<file path="src/rtl/instr_fetch_if.sv">
// Bundle between the fetch stage, the program loader and the core.
// The loader and core drive through the master modport, and the fetch stage uses the slave modport.
interface instr_fetch_if #(
    parameter int ADDR_W  = 8,
    parameter int INSTR_W = 11,
    parameter int CNT_W   = 16
);
    logic               load_en;
    logic               load_we;
    logic [ADDR_W-1:0]  load_addr;
    logic [INSTR_W-1:0] load_data;
    logic               start;
    logic [ADDR_W-1:0]  pc;
    logic [INSTR_W-1:0] instr;
    logic               instr_valid;
    logic               running;
    logic               halted;
    logic [CNT_W-1:0]   fetch_count;

    modport master (
        output load_en, load_we, load_addr, load_data, start, pc,
        input  instr, instr_valid, running, halted, fetch_count
    );

    modport slave (
        input  load_en, load_we, load_addr, load_data, start, pc,
        output instr, instr_valid, running, halted, fetch_count
    );
endinterface

</file>
<file path="src/rtl/instr_fetch.sv">
// Instruction fetch stage for the 8-bit accumulator core.
// Program memory is written by the loader and read at the core's pc while running.
//
//   state  | meaning
//   -------+------------------------------------------------------------
//   IDLE   | after reset, waiting for a load request or a start
//   LOAD   | loader owns the memory, and writes are honoured
//   RUN    | mem[pc] is registered every cycle; the first cycle is not valid
//   HALT   | an HLT word was delivered; the fetch count is frozen
module instr_fetch #(
    parameter int ADDR_W  = 8,
    parameter int INSTR_W = 11,
    parameter int DEPTH   = 256,
    parameter int CNT_W   = 16
) (
    input  logic          clk,
    input  logic          rst_n,
    instr_fetch_if.slave  bus
);
    typedef enum logic [1:0] {
        S_IDLE = 2'd0,
        S_LOAD = 2'd1,
        S_RUN  = 2'd2,
        S_HALT = 2'd3
    } state_t;

    localparam logic [CNT_W-1:0] CNT_ONE = {{(CNT_W-1){1'b0}}, 1'b1};

    state_t             r_state;
    state_t             w_state_nxt;
    logic [INSTR_W-1:0] r_mem [DEPTH];
    logic [INSTR_W-1:0] r_instr;
    logic [INSTR_W-1:0] w_instr_nxt;
    logic               r_valid;
    logic               w_valid_nxt;
    logic [CNT_W-1:0]   r_cnt;
    logic [CNT_W-1:0]   w_cnt_nxt;
    logic               w_we;
    logic               w_hlt;

    // Writes are accepted only in LOAD. This includes the cycle in which load_en drops.
    assign w_we  = (r_state == S_LOAD) && bus.load_we;
    // The word currently on the bus is an HLT. Exactly one HLT word is presented before the stage stops.
    assign w_hlt = r_valid && (r_instr[2:0] == 3'h0);

    // Program memory has no reset, so its contents survive rst_n.
    always_ff @(posedge clk) begin
        if (w_we) begin
            r_mem[bus.load_addr] <= bus.load_data;
        end
    end

    // State and output registers. All of them clear asynchronously, so outputs drop as soon as reset is asserted.
    always_ff @(posedge clk or negedge rst_n) begin
        if (!rst_n) begin
            r_state <= S_IDLE;
            r_instr <= '0;
            r_valid <= 1'b0;
            r_cnt   <= '0;
        end else begin
            r_state <= w_state_nxt;
            r_instr <= w_instr_nxt;
            r_valid <= w_valid_nxt;
            r_cnt   <= w_cnt_nxt;
        end
    end

    // Next state, next fetched word and the saturating delivered-word count.
    always_comb begin
        w_state_nxt = r_state;
        w_instr_nxt = '0;
        w_valid_nxt = 1'b0;
        w_cnt_nxt   = r_cnt;
        case (r_state)
            S_IDLE, S_HALT: begin
                if (bus.load_en) begin
                    w_state_nxt = S_LOAD;
                end else if (bus.start) begin
                    w_state_nxt = S_RUN;
                    w_cnt_nxt   = '0;
                end
            end
            S_LOAD: begin
                if (!bus.load_en) begin
                    w_state_nxt = S_IDLE;
                end
            end
            S_RUN: begin
                if (w_hlt) begin
                    w_state_nxt = S_HALT;
                end else begin
                    w_instr_nxt = r_mem[bus.pc];
                    w_valid_nxt = 1'b1;
                    if (r_cnt != '1) begin
                        w_cnt_nxt = r_cnt + CNT_ONE;
                    end
                end
            end
            default: begin
                w_state_nxt = S_IDLE;
            end
        endcase
    end

    assign bus.instr       = r_instr;
    assign bus.instr_valid = r_valid;
    assign bus.running     = (r_state == S_RUN);
    assign bus.halted      = (r_state == S_HALT);
    assign bus.fetch_count = r_cnt;
endmodule

</file>
<file path="src/flat_wrapper.sv">
// flat-port wrapper written by rule: the top's interface ports become plain ports
module instr_fetch_flat 
#(
    parameter int ADDR_W  = 8,
    parameter int INSTR_W = 11,
    parameter int DEPTH   = 256,
    parameter int CNT_W   = 16
)
  (clk, rst_n, bus_load_en, bus_load_we, bus_load_addr, bus_load_data, bus_start, bus_pc, bus_instr, bus_instr_valid, bus_running, bus_halted, bus_fetch_count);
  instr_fetch_if #(.ADDR_W(ADDR_W), .INSTR_W(INSTR_W), .CNT_W(CNT_W)) bus_i ();
  input  logic clk;
  input  logic rst_n;
  input wire logic [$bits(bus_i.load_en)-1:0] bus_load_en;
  input wire logic [$bits(bus_i.load_we)-1:0] bus_load_we;
  input wire logic [$bits(bus_i.load_addr)-1:0] bus_load_addr;
  input wire logic [$bits(bus_i.load_data)-1:0] bus_load_data;
  input wire logic [$bits(bus_i.start)-1:0] bus_start;
  input wire logic [$bits(bus_i.pc)-1:0] bus_pc;
  output wire logic [$bits(bus_i.instr)-1:0] bus_instr;
  output wire logic [$bits(bus_i.instr_valid)-1:0] bus_instr_valid;
  output wire logic [$bits(bus_i.running)-1:0] bus_running;
  output wire logic [$bits(bus_i.halted)-1:0] bus_halted;
  output wire logic [$bits(bus_i.fetch_count)-1:0] bus_fetch_count;
  assign bus_i.load_en = bus_load_en;
  assign bus_i.load_we = bus_load_we;
  assign bus_i.load_addr = bus_load_addr;
  assign bus_i.load_data = bus_load_data;
  assign bus_i.start = bus_start;
  assign bus_i.pc = bus_pc;
  assign bus_instr = bus_i.instr;
  assign bus_instr_valid = bus_i.instr_valid;
  assign bus_running = bus_i.running;
  assign bus_halted = bus_i.halted;
  assign bus_fetch_count = bus_i.fetch_count;
  instr_fetch #(.ADDR_W(ADDR_W), .INSTR_W(INSTR_W), .DEPTH(DEPTH), .CNT_W(CNT_W)) u_core (.clk(clk), .rst_n(rst_n), .bus(bus_i));
endmodule
</file>
<file path="config.mk">
export PLATFORM = sky130hd
export DESIGN_NAME = instr_fetch_flat
export DESIGN_NICKNAME = d
export VERILOG_FILES = /design/src/rtl/instr_fetch_if.sv /design/src/rtl/instr_fetch.sv /design/src/flat_wrapper.sv
export SDC_FILE = /design/constraint.sdc
export NUM_CORES = 2
export LEC_CHECK = 0
export CAP_MARGIN = 15
export CORE_UTILIZATION = 40
export DETAILED_ROUTE_END_ITERATION = 12
export GPL_ROUTABILITY_DRIVEN = 0
export PLACE_DENSITY = 0.56
export SLEW_MARGIN = 10
export SYNTH_ARGS = -nofsm -noshare
export SYNTH_HDL_FRONTEND = slang
export SYNTH_SLANG_ARGS = --single-unit
</file>
<file path="constraint.sdc">
create_clock -name clk -period 3.71 [get_ports clk]
set_clock_uncertainty 0.15 [all_clocks]
set_input_delay 1.113 -clock clk [delete_from_list [all_inputs] [get_ports clk]]
set_output_delay 1.113 -clock clk [all_outputs]
set_load 0.05 [all_outputs]
</file>
==> metrics.yaml <==
outcome:
  status: "finished, violations left"
  failed_checks: "design-rule violations, negative setup slack"
synthesis:
  syn_area_sq_mm: 0.112
  synth.area.top_cells: "edfxtp_1 75%, mux4_2 8.2%, mux2i_1 3.2%, mux4_1 2.9%, nor2_1 1.1%"
  syn_nets: 5508
  synthMuxAreaShare: 0.144
  synth_area_leader_cell: "edfxtp_1"
  synth_fa_ha_area_frac: 0.000557
  synthCells: 5471
  synth_cell_types: 86
  async_reset_ff_frac: 0.0105
  synth_top_area_share: 0.753
  synth_edf_count: 2816
  yosysWarnings: 0
  ys_seq_elements: 2846
  synth_compound_area_frac: 0.0368
  postSynthAreaPerCell_sq_um: 20.5
  synth-seq-area-share: 0.760
  synth_top_family_by_area: "multiplexers"
  synthSimpleGateAreaFrac: 0.0331
  synth_xor_area_frac: 0.000936
  ys.flop_type: "edfxtp_1"
clock_tree:
  cts_hold_buffers: 0
  clk_pin_slew_ns: 0.06
  clkSinkCount: 2846
  cts_buffers: 305
  cts.root.buffer_cell: "clkbuf_16"
  postCtsSetupBuffers: 0
  cts_tree: "built"
  cts_max_level: 5
  cts_max_path_buffers: 4
  clock_latency_ns: 0.89
sta:
  fmax_ghz: 0.267
  min_period_ns: 3.74
  tightestPinTransition_ns: 1.17
  relSlewSlack: 0.199
  setup_viol: 1
  rsz0062_at_grt: "false"
  final_max_slew_viol_count: 0
  post-route-period-util: 1.01
  setup_slack_ns: -0.0292
  hold_viol_final: 0
  fin_tns_setup_ns: -0.0292
critical_path:
  cp_max_fo: 10
  worstSetupPathType: "in2reg"
  r2r_slack_ns: 0.42
  crit_path_start: "bus_pc[5]"
  cp-start-kind: "primary input"
  crit_chain: "clkdlybuf4s50_1, buf_12, buf_4, or3b_2, buf_12, a2111oi_0, nor4_1, nand4_1, o22ai_1"
  path_common_cell: "buf_12"
  timing.rr.start: "u_core.r_state[0]$_DFFE_PN0P_"
  arrival_ns: 4.33
  worstSetupEndpointType: "register"
  critPathMaxStageDelay_ns: 0.98
  cpMaxStageDelayCell: "a2111oi_0"
  worst_ep_required_time_ns: 4.30
job:
  cap_violations: 0
power_and_ir_drop:
  p_sw_mw: 16.0
  seqPwrFrac: 0.506
  swShare: 0.227
  ir_worst_vdd_v: 0.000377
  intPower_mw: 54.3
  finalPower_mw: 70.2
  pwr-share-comb: 0.071
  power_density_mw_per_mm2: 521
  cellLeakagePower_nw: 44.7
  p_clk_frac: 0.422
global_routing:
  antenna_found_initial: 21
  grt_first_pass_wirelength_mm: 477
  gr-total-overflow: 0
  grt_pass1_vias: 60200
  grtUsageTotal: 0.240
  grt_max_degree: 112
finish:
  fin_nets: 6599
  fill_cells: 22900
  synthToLayoutAreaGrowth_pct: 20.1
  layout_commonest_cell: "edfxtp_1"
  final_core_util: 0.483
  layout_common_cells: "2816 x edfxtp_1, 874 x buf_4, 407 x mux4_2"
  layoutNonFillerInstCount: 10500
  layout-drive-gt1-share: 0.289
route:
  drtIter0Drc: 8127
  wl_per_cell_microns: 32.7
  via_count: 61700
  drc: 28
  drt_pass1_iterations: 10
  via_per_inst: 5.86
  antenna_left: 0
  routed_wl_mm: 345
placement:
  hpwl_mm: 230
  placement.io_buffers: 61
  dp.cells: 9979
floorplan:
  core.rowCount: 194
  start_util: 0.402
  io_pins: 62
  die_y_microns: 532
  coreArea_sq_mm: 0.279
  die_w_microns: 532
  fp.dieArea_sq_mm: 0.283
hold_path:
  worstHoldPathType: "in2async"
-- power by group through the flow --
stage               sequential (mW)  clock (mW)  combinational (mW)
floorplan                      36.3           0                2.12
global placement               36.2           0                4.92
detailed placement             36.2           0                4.96
CTS                            35.6        30.1                4.97
global route                   35.5        31.2                5.15
finish                         35.6        29.7                5.00
-- cell usage after synthesis, types with 11 or more instances --
library cell	instances
a2111oi_0	11
a211oi_1	48
a21oi_1	64
a221oi_1	12
a22oi_1	35
and2_1	20
buf_12	33
buf_2	84
buf_4	30
buf_6	24
buf_8	32
clkbuf_1	106
clkbuf_8	17
dfrtp_1	30
edfxtp_1	2816
mux2_2	20
mux2i_1	356
mux4_1	123
mux4_2	407
nand2_1	98
nand3_1	59
nand4_1	34
nor2_1	332
nor2b_1	19
nor3_1	105
nor4_1	32
o211ai_1	14
o21ai_0	92
o221ai_1	86
o221ai_2	11
o22ai_1	118
or3_1	28
-- sequential cells by signal, summed over array words and instances, names as in the netlist --
register / cells
u_core.bus.instr: 11
u_core.r_mem: 2816
u_core.r_state: 2
u_core.bus.instr_valid: 1
u_core.bus.fetch_count: 16
-- path summary, 6_finish.rpt --
kind | endpoint | depth (start not counted)
max reg2reg | u_core.bus.instr[7]$_DFF_PN0_ | 9
min in group clk | u_core.r_mem[16][10]$_DFFE_PP_ | 1
min | u_core.r_state[0]$_DFFE_PN0P_ | 1
max in group asynchronous | u_core.bus.instr[4]$_DFF_PN0_ | 1
min reg2reg | u_core.bus.fetch_count[14]$_DFFE_PN0P_ | 2
max | u_core.bus.instr[9]$_DFF_PN0_ | 9
-- critical path: cells and delay by family --
family	cells	cell delay, ns
compound gates	2	1.16
buf+inv	4	1.01
simple gates	3	1.02
-- metal layers --
layer | global-route usage | part of all wire
met5 | 0 | 0.000067
met4 | 0.0780 | 0.036
met3 | 0.0471 | 0.092
met2 | 0.370 | 0.46
met1 | 0.343 | 0.41
-- cell type report --
cell class                      instances  area, sq um  share of cell area
Sequential cell                      2846        85300               0.633
Multi-Input combinational cell       2281        24300               0.180
Timing Repair Buffer                 1122        11000              0.0814
Clock buffer                          375         7960              0.0590
Tap cell                             3724         4660              0.0346
Clock inverter                        171         1610              0.0120
Inverter                                6         30.0            0.000223
Antenna cell                            5         12.5           0.0000928
-- cell families after synthesis --
logic type,after synthesis
buffers and inverters,344
adders and majority gates,5
AOI/OAI and AO/OA,577
and+or+nand+nor,781
muxes,906
DFF,2846
xor gates and xnor gates,12
-- metrics by stage --
stage          hold slack, ns  setup WS, ns  instance area, sq um
2_1_floorplan           0.430         0.491                112000
3_3_place_gp            0.399         -1.27                125000
3_5_place_dp            0.423        -0.757                125000
4_1_cts                 0.220      0.000551                135000
5_1_grt                 0.263        0.0266                135000
6_report                0.238       -0.0292                135000
-- repair_timing --
| item | 4_1_cts | 5_1_grt |
|---|---|---|
| resized for setup | 2 | 2 |
| setup endpoints to repair | 2 | 2 |
| gates cloned | 0 | 0 |
| hold endpoints to repair | 0 | 0 |
| pin swaps | 0 | 0 |
No activity file was read; power rests on OpenSTA's default activity.
